[src/rtl/csel_nibble_subtractor_pkg.sv]
// Shared types and helpers for the carry-select nibble subtractor.
package csel_pkg;

    localparam int NIBBLE_W = 4;

    typedef enum logic [1:0] {
        IDLE = 2'd0,
        RUN  = 2'd1,
        DONE = 2'd2
    } csub_state_t;

    function automatic int clog2(input int n);
        int r;
        r = 0;
        while ((1 << r) < n) r++;
        return r;
    endfunction

endpackage

[src/rtl/csel_nibble_subtractor_nibble.sv]
// Combinational 4-bit dual-borrow subtractor: both borrow-in cases are
// rippled in parallel and the incoming borrow selects one.
module csub_nibble
    import csel_pkg::*;
(
    input  logic [NIBBLE_W-1:0] a_n,
    input  logic [NIBBLE_W-1:0] b_n,
    input  logic                sel_borrow,
    output logic [NIBBLE_W-1:0] d,
    output logic                bo
);

    logic [NIBBLE_W-1:0] d0;
    logic [NIBBLE_W-1:0] d1;
    logic [NIBBLE_W:0]   c0;
    logic [NIBBLE_W:0]   c1;

    always_comb begin
        d0    = '0;
        d1    = '0;
        c0    = '0;
        c1    = '0;
        c1[0] = 1'b1;
        for (int i = 0; i < NIBBLE_W; i++) begin
            d0[i]   = a_n[i] ^ b_n[i] ^ c0[i];
            c0[i+1] = (~a_n[i] & b_n[i]) | (~(a_n[i] ^ b_n[i]) & c0[i]);
            d1[i]   = a_n[i] ^ b_n[i] ^ c1[i];
            c1[i+1] = (~a_n[i] & b_n[i]) | (~(a_n[i] ^ b_n[i]) & c1[i]);
        end
    end

    assign d  = sel_borrow ? d1 : d0;
    assign bo = sel_borrow ? c1[NIBBLE_W] : c0[NIBBLE_W];

endmodule

[src/rtl/csel_nibble_subtractor.sv]
// Multi-cycle unsigned subtractor, diff = a - b - bin, one nibble per clock.
// Define CSUB_OVERFLOW_EN to add the signed-overflow output ovf.
//
//   state | meaning
//   IDLE  | ready for operands
//   RUN   | computing nibble k, LSB first
//   DONE  | result held until out_ready
module csel_nibble_subtractor
    import csel_pkg::*;
#(
    parameter  int NIBBLES = 4,
    localparam int W       = NIBBLE_W * NIBBLES
) (
    input  logic         clk,
    input  logic         rst_n,
    input  logic         in_valid,
    output logic         in_ready,
    input  logic [W-1:0] a,
    input  logic [W-1:0] b,
    input  logic         bin,
    output logic         out_valid,
    input  logic         out_ready,
    output logic [W-1:0] diff,
    output logic         bout
`ifdef CSUB_OVERFLOW_EN
    ,
    output logic         ovf
`endif
);

    localparam int IW = (NIBBLES > 1) ? clog2(NIBBLES) : 1;

    csub_state_t         state;
    csub_state_t         state_nxt;
    logic [W-1:0]        a_q;
    logic [W-1:0]        b_q;
    logic [W-1:0]        diff_q;
    logic                borrow_q;
    logic [IW-1:0]       k_q;
    logic [NIBBLE_W-1:0] nib_a;
    logic [NIBBLE_W-1:0] nib_b;
    logic [NIBBLE_W-1:0] nib_d;
    logic                nib_bo;
    logic                last_nib;

    assign last_nib = (k_q == IW'(NIBBLES - 1));
    assign nib_a    = NIBBLE_W'(a_q >> (NIBBLE_W * k_q));
    assign nib_b    = NIBBLE_W'(b_q >> (NIBBLE_W * k_q));

    csub_nibble u_nibble (
        .a_n        (nib_a),
        .b_n        (nib_b),
        .sel_borrow (borrow_q),
        .d          (nib_d),
        .bo         (nib_bo)
    );

    always_ff @(posedge clk or negedge rst_n) begin
        if (!rst_n) state <= IDLE;
        else        state <= state_nxt;
    end

    always_comb begin
        state_nxt = state;
        case (state)
            IDLE:    if (in_valid)  state_nxt = RUN;
            RUN:     if (last_nib)  state_nxt = DONE;
            DONE:    if (out_ready) state_nxt = IDLE;
            default:                state_nxt = IDLE;
        endcase
    end

    always_comb begin
        in_ready  = (state == IDLE);
        out_valid = (state == DONE);
    end

    always_ff @(posedge clk or negedge rst_n) begin
        if (!rst_n) begin
            a_q      <= '0;
            b_q      <= '0;
            diff_q   <= '0;
            borrow_q <= 1'b0;
            k_q      <= '0;
        end else begin
            case (state)
                IDLE: if (in_valid) begin
                    a_q      <= a;
                    b_q      <= b;
                    borrow_q <= bin;
                    diff_q   <= '0;
                    k_q      <= '0;
                end
                RUN: begin
                    // diff was cleared on accept, so OR-ing places the nibble
                    diff_q   <= diff_q | (W'(nib_d) << (NIBBLE_W * k_q));
                    borrow_q <= nib_bo;
                    k_q      <= k_q + 1'b1;
                end
                default: ;
            endcase
        end
    end

    assign diff = diff_q;
    assign bout = borrow_q;

`ifdef CSUB_OVERFLOW_EN
    assign ovf = (state == DONE) && (a_q[W-1] != b_q[W-1]) && (diff_q[W-1] != a_q[W-1]);
`endif

endmodule

[config.mk]
export PLATFORM = sky130hd
export DESIGN_NAME = csel_nibble_subtractor
export DESIGN_NICKNAME = d
export VERILOG_FILES = /design/src/rtl/csel_nibble_subtractor_pkg.sv /design/src/rtl/csel_nibble_subtractor_nibble.sv /design/src/rtl/csel_nibble_subtractor.sv
export SDC_FILE = /design/constraint.sdc
export NUM_CORES = 1
export LEC_CHECK = 0
export CAP_MARGIN = 40
export CORE_MARGIN = 8
export CORE_UTILIZATION = 40
export DETAILED_ROUTE_END_ITERATION = 8
export PLACE_DENSITY = 0.69
export SLEW_MARGIN = 20
export SYNTH_ARGS = -nofsm -noshare
export SYNTH_HDL_FRONTEND = slang
export SYNTH_SLANG_ARGS = --single-unit
[constraint.sdc]
create_clock -name clk -period 7.1 [get_ports clk]
set_clock_uncertainty 0.2 [all_clocks]
set_input_delay 1.065 -clock clk [delete_from_list [all_inputs] [get_ports clk]]
set_output_delay 1.065 -clock clk [all_outputs]
set_load 0.005 [all_outputs]
# After elaboration in Yosys (flattened, before gate mapping)
# Index checks and enable logic that the tools add are counted.
totals:
  ff_bits: 53
  latch_bits: 0
  ram_bits: 0
  mem_bits_ro: 0
  inputBits: 37
  output_inout_bits: 19
  word_cells: 69
  memories: 0
classes:
  addsub: 1
  multipliers: 0
  div: 0
  magnitude_cmp: 0
  n_eq_ne: 6
  n_shift: 3
  mux: 12
  bitwise: 36
  n_reduce_logical: 5
op_table:
  columns: ["op", "count"]
  rows:
  - ["$pmux W16 S2", 1]
  - ["$shr A16 B4 Y4", 2]
  - ["$mux W16", 1]
  - ["$or A16 B16 Y16", 1]
  - ["$shl A4 B4 Y16", 1]
  - ["$and A1 B1 Y1", 10]
  - ["$xor A1 B1 Y1", 10]
  - ["$mux W2", 4]
  - ["$not A1 Y1", 8]
  - ["$or A1 B1 Y1", 7]
  - ["$pmux W2 S3", 1]
  - ["$eq A2 B2 Y1 const B", 2]
  - ["$mux W4", 1]
  - ["$ne A2 B2 Y1 const B", 2]
  - ["$pmux W2 S2", 1]
  - ["$reduce_and A2 Y1", 2]
  - ["$reduce_and A3 Y1", 1]
  - ["$add A2 B1 Y2 const B", 1]
  - ["$eq A2 B1 Y1 const B", 1]
  - ["$logic_not A2 Y1", 1]
  - ["$mux W1", 2]
  - ["$ne A2 B1 Y1 const B", 1]
  - ["$pmux W1 S2", 1]
  - ["$reduce_bool A2 Y1", 1]

# Depth between registers and ports, before layout
# Gate-level depths: netlist (run 1).
logic_depth:
  word_depth: 13
  depth_mapped: 12
  depth_no_buf: 11

# Modules after synthesis
# Synthesis (run 1) repeated with hierarchy kept, for this count alone.
unflattened:
  hier_cells: 176
  hier_area_um2: 2389.8
by_module_without_submodules:
  columns: ["mod", "instances", "cells_each", "area_per_inst_um2", "seq_area_each_um2"]
  rows:
  - ["csel_nibble_subtractor", 1, 159, 2248.4, 1326.3]
  - ["csub_nibble", 1, 17, 141.4, 0.0]

# Worst setup path after synthesis (run 1)
# Ideal clock, no wire load.
synth_timing:
  path_type: "register -> register"
  startpoint: "register k_q[0]"
  endpoint: "register diff_q[7], in the netlist diff[7]"
  setup_time_ns: 0.094
  arrival_ns: 2.866
  required_ns: 6.806
  path_slack_ns: 3.940
  path_stages_with_launch: 9
  path_buffers: 1
  period_less_slack_ns: 3.160
  path_cell_list: "dfrtp_1 > buf_2 > mux4_2 > fa_1 > fa_1 > inv_1 > fa_1 > nor2b_1 > a211oi_1"
synth_via:
  elab_chain_len: 13
  word_cells_on_any_way: 30
  cone_classes: "shift: 3; mux: 2; bitwise: 25"
synth_rtl:
  columns: ["item", "line_no", "source"]
  rows:
  - ["start: declaration", "csel_nibble_subtractor.sv:39", "logic [IW-1:0] k_q;"]
  - ["start signal: assignment", "csel_nibble_subtractor.sv:98", "k_q <= k_q + 1'b1;"]
  - ["$shr A16 B4 Y4, on equally long branches", "csel_nibble_subtractor.sv:47, csel_nibble_subtractor.sv:48", null]
  - ["$not A1 Y1 or $xor A1 B1 Y1 (tied branches)", null, null]
  - ["$and A1 B1 Y1 or $not A1 Y1 (tied branches)", "csel_nibble_subtractor_nibble.sv:26, csel_nibble_subtractor_nibble.sv:28", null]
  - ["$or A1 B1 Y1", "csel_nibble_subtractor_nibble.sv:28", "c1[i+1] = (~a_n[i] & b_n[i]) | (~(a_n[i] ^ b_n[i]) & c1[i]);"]
  - ["$and A1 B1 Y1", "csel_nibble_subtractor_nibble.sv:28", null]
  - ["$or A1 B1 Y1", "csel_nibble_subtractor_nibble.sv:28", null]
  - ["$and A1 B1 Y1", "csel_nibble_subtractor_nibble.sv:28", null]
  - ["$or A1 B1 Y1", "csel_nibble_subtractor_nibble.sv:28", null]
  - ["$xor A1 B1 Y1", "csel_nibble_subtractor_nibble.sv:27", "d1[i] = a_n[i] ^ b_n[i] ^ c1[i];"]
  - ["$mux W4", "csel_nibble_subtractor_nibble.sv:32", "assign d = sel_borrow ? d1 : d0;"]
  - ["$shl A4 B4 Y16 *", "csel_nibble_subtractor.sv:96", "diff_q <= diff_q | (W'(nib_d) << (NIBBLE_W * k_q));"]
  - ["$or A16 B16 Y16 *", "csel_nibble_subtractor.sv:96", null]
  - ["$pmux W16 S2 *", "csel_nibble_subtractor.sv:86", "case (state)"]
  - ["end signal: assignment", "csel_nibble_subtractor.sv:96", null]
  - ["end: declaration", "csel_nibble_subtractor.sv:37", "logic [W-1:0] diff_q;"]
# Mark *: on every way between the ends. The rest lies on a longest branch, timed or not.
# A chain may end at the register's enable or synchronous reset.

# Worst setup path in the final report (run 1)
# Ends and elaborated chain as after synthesis.

==> flow_summary.json, run 1 <==
{
  "maxClockFrequency_mhz": 273,
  "synthesis.instances": 174,
  "cts_repair_resize_count": 0,
  "r2r-end": "diff[7]$_DFFE_PN0P_",
  "worstMarginPinSlew_ps": 719,
  "ant_nets": 0,
  "io_buffers": 55,
  "timing.critical_path.cells": "mux4_2, ha_1, nand2_1, o21ai_0, fa_1, fa_1, inv_1, fa_1, nor2b_1, a211oi_1",
  "yosysSeqAreaShare": 0.539,
  "ys_top_cells_by_area": "dfrtp_1, mux2_2, mux4_2, inv_1, fa_1",
  "final_count_of_hold_timing_violations": 0,
  "internal_power_mw": 1.03,
  "worst-path-buf-inv": 1,
  "critical_path_peak_fanout": 16,
  "hpwl_um": 3710,
  "worst_setup_hold_path_clk_slew_ps": 100,
  "chipWidth_um": 94.4,
  "timing.reg2reg.worst_path_depth": 10,
  "crit_required_ps": 7120,
  "clock_tree_from_tritoncts": "yes",
  "crit_path_top_delay_cell": "dfrtp_1",
  "min_path_cells": 1,
  "switching_share": 0.348,
  "synth_largest_type_area_fraction": 0.539,
  "design.portCount": 56,
  "die_y_um": 94.4,
  "design.core.area_um2": 5920,
  "cts_buffer_depth": 2,
  "post_route_cells_drive_above_1_share": 0.255,
  "holdBufCountCts": 0,
  "power_density_nw_per_um2": 490,
  "startpoint_type": "flip-flop",
  "min_period_over_period": 0.516,
  "drcViolationCount": 0,
  "synthesis.nets": 217,
  "gp_congestion": 0.760,
  "htree_levels": 2,
  "clock_latency_at_the_later_pin_of_the_worst_skew_pair_ps": 300,
  "total_via_count_after_detailed_routing": 1554,
  "vdd_drop_max_mv": 0.224,
  "yosys_most_used_dff": "dfrtp_1",
  "yosys.area.top_type": "dfrtp_1",
  "drv_slew": 0,
  "pin_count_of_the_biggest_net_entering_global_routing": 54,
  "tns_ps": 0,
  "reg2reg_setup_slack_ps": 3440,
  "worst_hold_path.endpoint": "diff[0]$_DFFE_PN0P_",
  "post_drt_wl_per_cell_um": 15.8,
  "netlist-cell-type-count": 32,
  "setup_repair_after_global_routing_missed_its_margin": "no",
  "number_of_synthesized_register_bits": 53,
  "root_buffer": "clkbuf_8",
  "maxSlewHeadroom": 0.521,
  "detail_route.iter0.violations": 30,
  "cts_sinks": 53,
  "finish.cell_count_without_fillers": 306,
  "first_global_vias": 1657,
  "yosys_warnings": 0,
  "leak_pwr_nw": 1.35,
  "antenna_found_initial": 0,
  "final_critical_path_required_period_ps": 3660,
  "final_util": 0.545,
  "critical_path.most_common_cell": "fa_1",
  "hold_path_class": "reg -> reg",
  "track_usage": 0.115,
  "share_seq_of_total_power": 0.349,
  "grt_pass1_wl_um": 8160,
  "synth_area_per_cell_um2": 14.1,
  "num_rows": 28,
  "maxCapViolCount": 0,
  "critical-path-top-delay-family": "adder cells",
  "commonest_cells_after_routing_fill_and_taps_aside": "clkdlybuf4s50_1, dfrtp_1, mux2_2",
  "setup_violations": 0,
  "totalWireLength_um": 4840,
  "synth-edff-count": 0,
  "die_area_um2": 8920,
  "via_per_inst": 5.08,
  "critical_path_capture_point_type": "flip-flop",
  "post_cts.repair.setup_buffers": 0,
  "diodes": 0,
  "nFillCells": 506,
  "switchingPower_mw": 0.549,
  "comb_power_share": 0.498,
  "critical_path_arrival_ps": 3680,
  "drt_pre_antenna_iters": 4,
  "syn2layout_area_growth_pct": 31.1,
  "crit-reg2reg-launch": "k_q[0]$_DFFE_PN0P_",
  "grt.overflow.total": 0,
  "synthesis.area_um2": 2460,
  "cts-buffers-inserted": 5,
  "placed_cells": 298,
  "min_from": "diff[0]$_DFFE_PN0P_",
  "nets": 273,
  "portion_of_total_power_attributed_to_the_clock_network": 0.153,
  "worst-setup-path-type": "reg -> reg",
  "synth_async_sr_flop_share": 1.00,
  "max_stage_delay_ps": 820,
  "run_status": "finished, final reports clean",
  "starting_density_of_the_core": 0.415,
  "mostFrequentLayoutCell": "clkdlybuf4s50_1"
}
-- power by group through the flow --
stage | combinational (mW) | clock, mW | sequential, mW
2_1_floorplan | 0.620 | 0 | 0.504
3_3_place_gp | 0.777 | 0 | 0.555
3_5_place_dp | 0.799 | 0 | 0.562
4_1_cts | 0.802 | 0.245 | 0.555
5_1_grt | 0.869 | 0.258 | 0.576
6_report | 0.787 | 0.241 | 0.551
-- worst max-delay path by stage --
stage / startpoint / to / slack (ps) / depth (start not counted)
global placement: k_q[0]$_DFFE_PN0P_ / diff[7]$_DFFE_PN0P_ / 3460 / 10
CTS: k_q[0]$_DFFE_PN0P_ / diff[7]$_DFFE_PN0P_ / 3390 / 10
global route: k_q[0]$_DFFE_PN0P_ / diff[11]$_DFFE_PN0P_ / 3150 / 10
floorplan: k_q[0]$_DFFE_PN0P_ / diff[7]$_DFFE_PN0P_ / 3940 / 8
detailed placement: k_q[0]$_DFFE_PN0P_ / diff[11]$_DFFE_PN0P_ / 3410 / 10
finish: k_q[0]$_DFFE_PN0P_ / diff[7]$_DFFE_PN0P_ / 3440 / 10
-- sequential cells by signal (all words and copies together), names as in the netlist --
register,cells
a_q,16
b_q,16
diff,16
k_q,2
state,2
bout,1
-- routing by layer --
metal / vias to the layer above / GRT usage / part of all wire
li1: 731 / - / -
met1: 785 / 0.153 / 0.45
met2: 36 / 0.179 / 0.48
met3: 2 / 0.0373 / 0.065
met4: 0 / 0.0238 / 0.0039
met5: - / 0 / 0
-- logic make-up (layout without fill, tap and decap cells) --
family / after synthesis / after routing / synth area share
simple gates: 24 / 24 / 0.0692
buf+inv: 27 / 84 / 0.0473
flops: 53 / 53 / 0.539
xor+xnor: 1 / 1 / 0.00356
mux: 40 / 40 / 0.220
compound gates: 23 / 23 / 0.0814
fa+ha+maj: 6 / 6 / 0.0397
-- cell usage after synthesis, drive strengths merged, types with 3 or more instances --
library cell / number
a211oi: 9
a22o: 6
a32o: 3
buf: 7
dfrtp: 53
fa: 3
ha: 3
inv: 18
mux2: 32
mux4: 8
nor2: 7
nor2b: 5
-- area by class of cell --
| class | instances | area [um2] | area share |
|---|---|---|---|
| Clock buffer | 5 | 68.8 | 0.0213 |
| Clock inverter | 3 | 68.8 | 0.0213 |
| Inverter | 18 | 67.6 | 0.0210 |
| Multi-Input combinational cell | 94 | 1020 | 0.317 |
| Sequential cell | 53 | 1330 | 0.411 |
| Tap cell | 75 | 93.8 | 0.0291 |
| Timing Repair Buffer | 58 | 576 | 0.179 |
-- per-stage QoR --
stage | hold slack [ps] | total power [mW] | area, um2 | worst slack (ps)
after floorplan | 275 | 1.12 | 2460 | 3940
after global placement | 285 | 1.33 | 3070 | 3460
after detailed placement | 293 | 1.36 | 3090 | 3410
after CTS | 314 | 1.60 | 3220 | 3390
after global routing | 325 | 1.70 | 3220 | 3150
final | 310 | 1.58 | 3220 | 3440
(Power assumes the default switching activity.)
==> inputs of run 2 (changes only) <==
--- a/config.mk
+++ b/config.mk
@@ -9,7 +9,7 @@
 export CORE_MARGIN = 8
 export CORE_UTILIZATION = 40
 export DETAILED_ROUTE_END_ITERATION = 8
-export PLACE_DENSITY = 0.69
+export PLACE_DENSITY = 0.72
 export SLEW_MARGIN = 20
 export SYNTH_ARGS = -nofsm -noshare
 export SYNTH_HDL_FRONTEND = slang
==> constraint.sdc (replaced) <==
create_clock -name clk -period 3.1 [get_ports clk]
set_clock_uncertainty 0.2 [all_clocks]
set_input_delay 0.465 -clock clk [delete_from_list [all_inputs] [get_ports clk]]
set_output_delay 0.465 -clock clk [all_outputs]
set_load 0.005 [all_outputs]
==> run 2 against run 1 <==
Against the previous run:
- the run now ends with setup timing left
- design area grew 1.2%
- sequential cell count is the same
- hold slack lost 240 ps
- clock power grew 55%
- via count grew 2.1%
- cell count grew 2.3%
- global-route usage grew 0.36 points
- sequential power grew 120%
- critical path type unchanged
- largest cell class unchanged
- largest power group unchanged
==> flow_summary.json, run 2 (same netlist as run 1, synthesis figures left out) <==
{
  "timing.reg2reg.worst_path_depth": 10,
  "die_y_um": 94.4,
  "post_drt_wl_per_cell_um": 16.4,
  "maxCapViolCount": 0,
  "setup_violations": 1,
  "maxSlewHeadroom": 0.564,
  "finish.cell_count_without_fillers": 313,
  "leak_pwr_nw": 1.36,
  "gp_congestion": 0.743,
  "htree_levels": 2,
  "tns_ps": -14.4,
  "holdBufCountCts": 0,
  "maxClockFrequency_mhz": 321,
  "worst-setup-path-type": "reg -> reg",
  "vdd_drop_max_mv": 0.611,
  "track_usage": 0.119,
  "totalWireLength_um": 5140,
  "antenna_found_initial": 0,
  "clock_tree_from_tritoncts": "yes",
  "startpoint_type": "flip-flop",
  "setup_repair_after_global_routing_missed_its_margin": "yes",
  "timing.critical_path.cells": "mux4_2, inv_2, ha_2, o21ai_2, fa_2, fa_2, inv_2, fa_2, nor2b_1, a211oi_1",
  "grt.overflow.total": 0,
  "share_seq_of_total_power": 0.318,
  "first_global_vias": 1689,
  "critical_path_peak_fanout": 4,
  "design.core.area_um2": 5920,
  "die_area_um2": 8920,
  "mostFrequentLayoutCell": "clkdlybuf4s50_1",
  "max_stage_delay_ps": 560,
  "diodes": 0,
  "critical-path-top-delay-family": "adder cells",
  "crit_required_ps": 3110,
  "crit_path_top_delay_cell": "mux4_2",
  "cts-buffers-inserted": 5,
  "io_buffers": 55,
  "area_of_the_multi_input_gates_um2": 1070,
  "detail_route.iter0.violations": 49,
  "violations": "setup timing",
  "min_period_over_period": 1.00,
  "critical_path_arrival_ps": 3120,
  "pin_count_of_the_biggest_net_entering_global_routing": 54,
  "cts_buffer_depth": 2,
  "final_critical_path_required_period_ps": 3110,
  "layout_setup_ws_ps": -14.4,
  "placed_cells": 302,
  "total_via_count_after_detailed_routing": 1587,
  "comb_power_share": 0.584,
  "root_buffer": "clkbuf_8",
  "starting_density_of_the_core": 0.415,
  "nFillCells": 520,
  "nets": 280,
  "switching_share": 0.359,
  "clock_latency_at_the_later_pin_of_the_worst_skew_pair_ps": 300,
  "drcViolationCount": 0,
  "grt_pass1_wl_um": 8270,
  "ant_nets": 0,
  "register_cell_area_after_layout_um2": 1330,
  "run_status": "complete, but fails checks",
  "worstMarginPinSlew_ps": 654,
  "chipWidth_um": 94.4,
  "crit-reg2reg-launch": "k_q[0]$_DFFE_PN0P_",
  "commonest_cells_after_routing_fill_and_taps_aside": "clkdlybuf4s50_1, dfrtp_1, mux2_2",
  "cts_sinks": 53,
  "syn2layout_area_growth_pct": 32.7,
  "switchingPower_mw": 1.37,
  "portion_of_total_power_attributed_to_the_clock_network": 0.098,
  "worst_setup_hold_path_clk_slew_ps": 90,
  "critical_path_capture_point_type": "flip-flop",
  "final_count_of_hold_timing_violations": 0,
  "drt_pre_antenna_iters": 4,
  "via_per_inst": 5.07,
  "drv_slew": 0,
  "cp_num_cells": 10,
  "design.portCount": 56,
  "internal_power_mw": 2.45,
  "num_rows": 28,
  "hpwl_um": 3750,
  "hold_path_class": "in -> async",
  "power_density_nw_per_um2": 1170,
  "setup.worst_path.start": "k_q[0]$_DFFE_PN0P_",
  "worst-path-buf-inv": 2,
  "critical_path.most_common_cell": "fa_2",
  "post_route_cells_drive_above_1_share": 0.328
}
run 2: cell types whose count changed in the layout (fill, tap and decap cells not counted), sizes merged:
cell,change
buf,+7
bufinv,-2
clkinv,+2
clkbuf,+1
inv,-1
run 2: repair_timing:
action,in CTS,in global routing
pin swaps,5,4
gates cloned,0,0
endpoints found under the setup margin,3,4
setup buffers,1,2
hold endpoints to repair,0,0
gates resized for setup,5,10
run 2: power by group through the flow:
stage	sequential, mW	combinational (mW)	clock [mW]
final	1.22	2.23	0.373
after global routing	1.26	2.43	0.405
after CTS	1.22	2.06	0.380
after detailed placement	1.23	1.95	0
after global placement	1.22	1.90	0
after floorplan	1.16	1.43	0
run 2: worst reg2reg max path, cell delays in order (launching register included):
cell and delay, ps:
dfrtp_2 410, mux4_2 560, inv_2 70, ha_2 170, o21ai_2 60, fa_2 340, fa_2 340, inv_2 60
fa_2 460, nor2b_1 150, a211oi_1 190
run 2: path summary, 6_finish.rpt:
kind                                        end  slack [ps]
min in group clk             b_q[9]$_DFFE_PN0P_         310
setup reg to reg           diff[11]$_DFFE_PN0P_         -10
max in group asynchronous    k_q[0]$_DFFE_PN0P_        2160
hold reg to reg              b_q[9]$_DFFE_PN0P_         310
hold / removal              diff[2]$_DFFE_PN0P_          70
setup / recovery           diff[11]$_DFFE_PN0P_         -10
run 2: layout make-up:
class                   count  area share
clock buffers               6      0.0222
multi-input cells          94       0.328
inverters                  18      0.0207
well taps                  75      0.0287
repair buffers             65       0.190
clock inverters             2     0.00307
flip-flops and latches     53       0.407
run 2: routing by layer:
layer,GRT usage,part of all wire,vias to the layer above
met2,0.180,0.47,43
li1,-,-,747
met3,0.0341,0.066,10
met1,0.156,0.45,787
met5,0,0,-
met4,0.0489,0.017,0
run 2: through the flow:
stage                     instance area, um2  power [mW]  hold slack (ps)  utilization  setup WS, ps
after floorplan                         2470        2.59            -30.6            -          30.5
after global placement                  3110        3.12              287        0.526         -17.9
after detailed placement                3110        3.19              290        0.526          -120
after CTS                               3210        3.66             97.4        0.542         -10.9
after global routing                    3260        4.10              131        0.551         -86.1
final                                   3260        3.82             67.3        0.551         -14.4
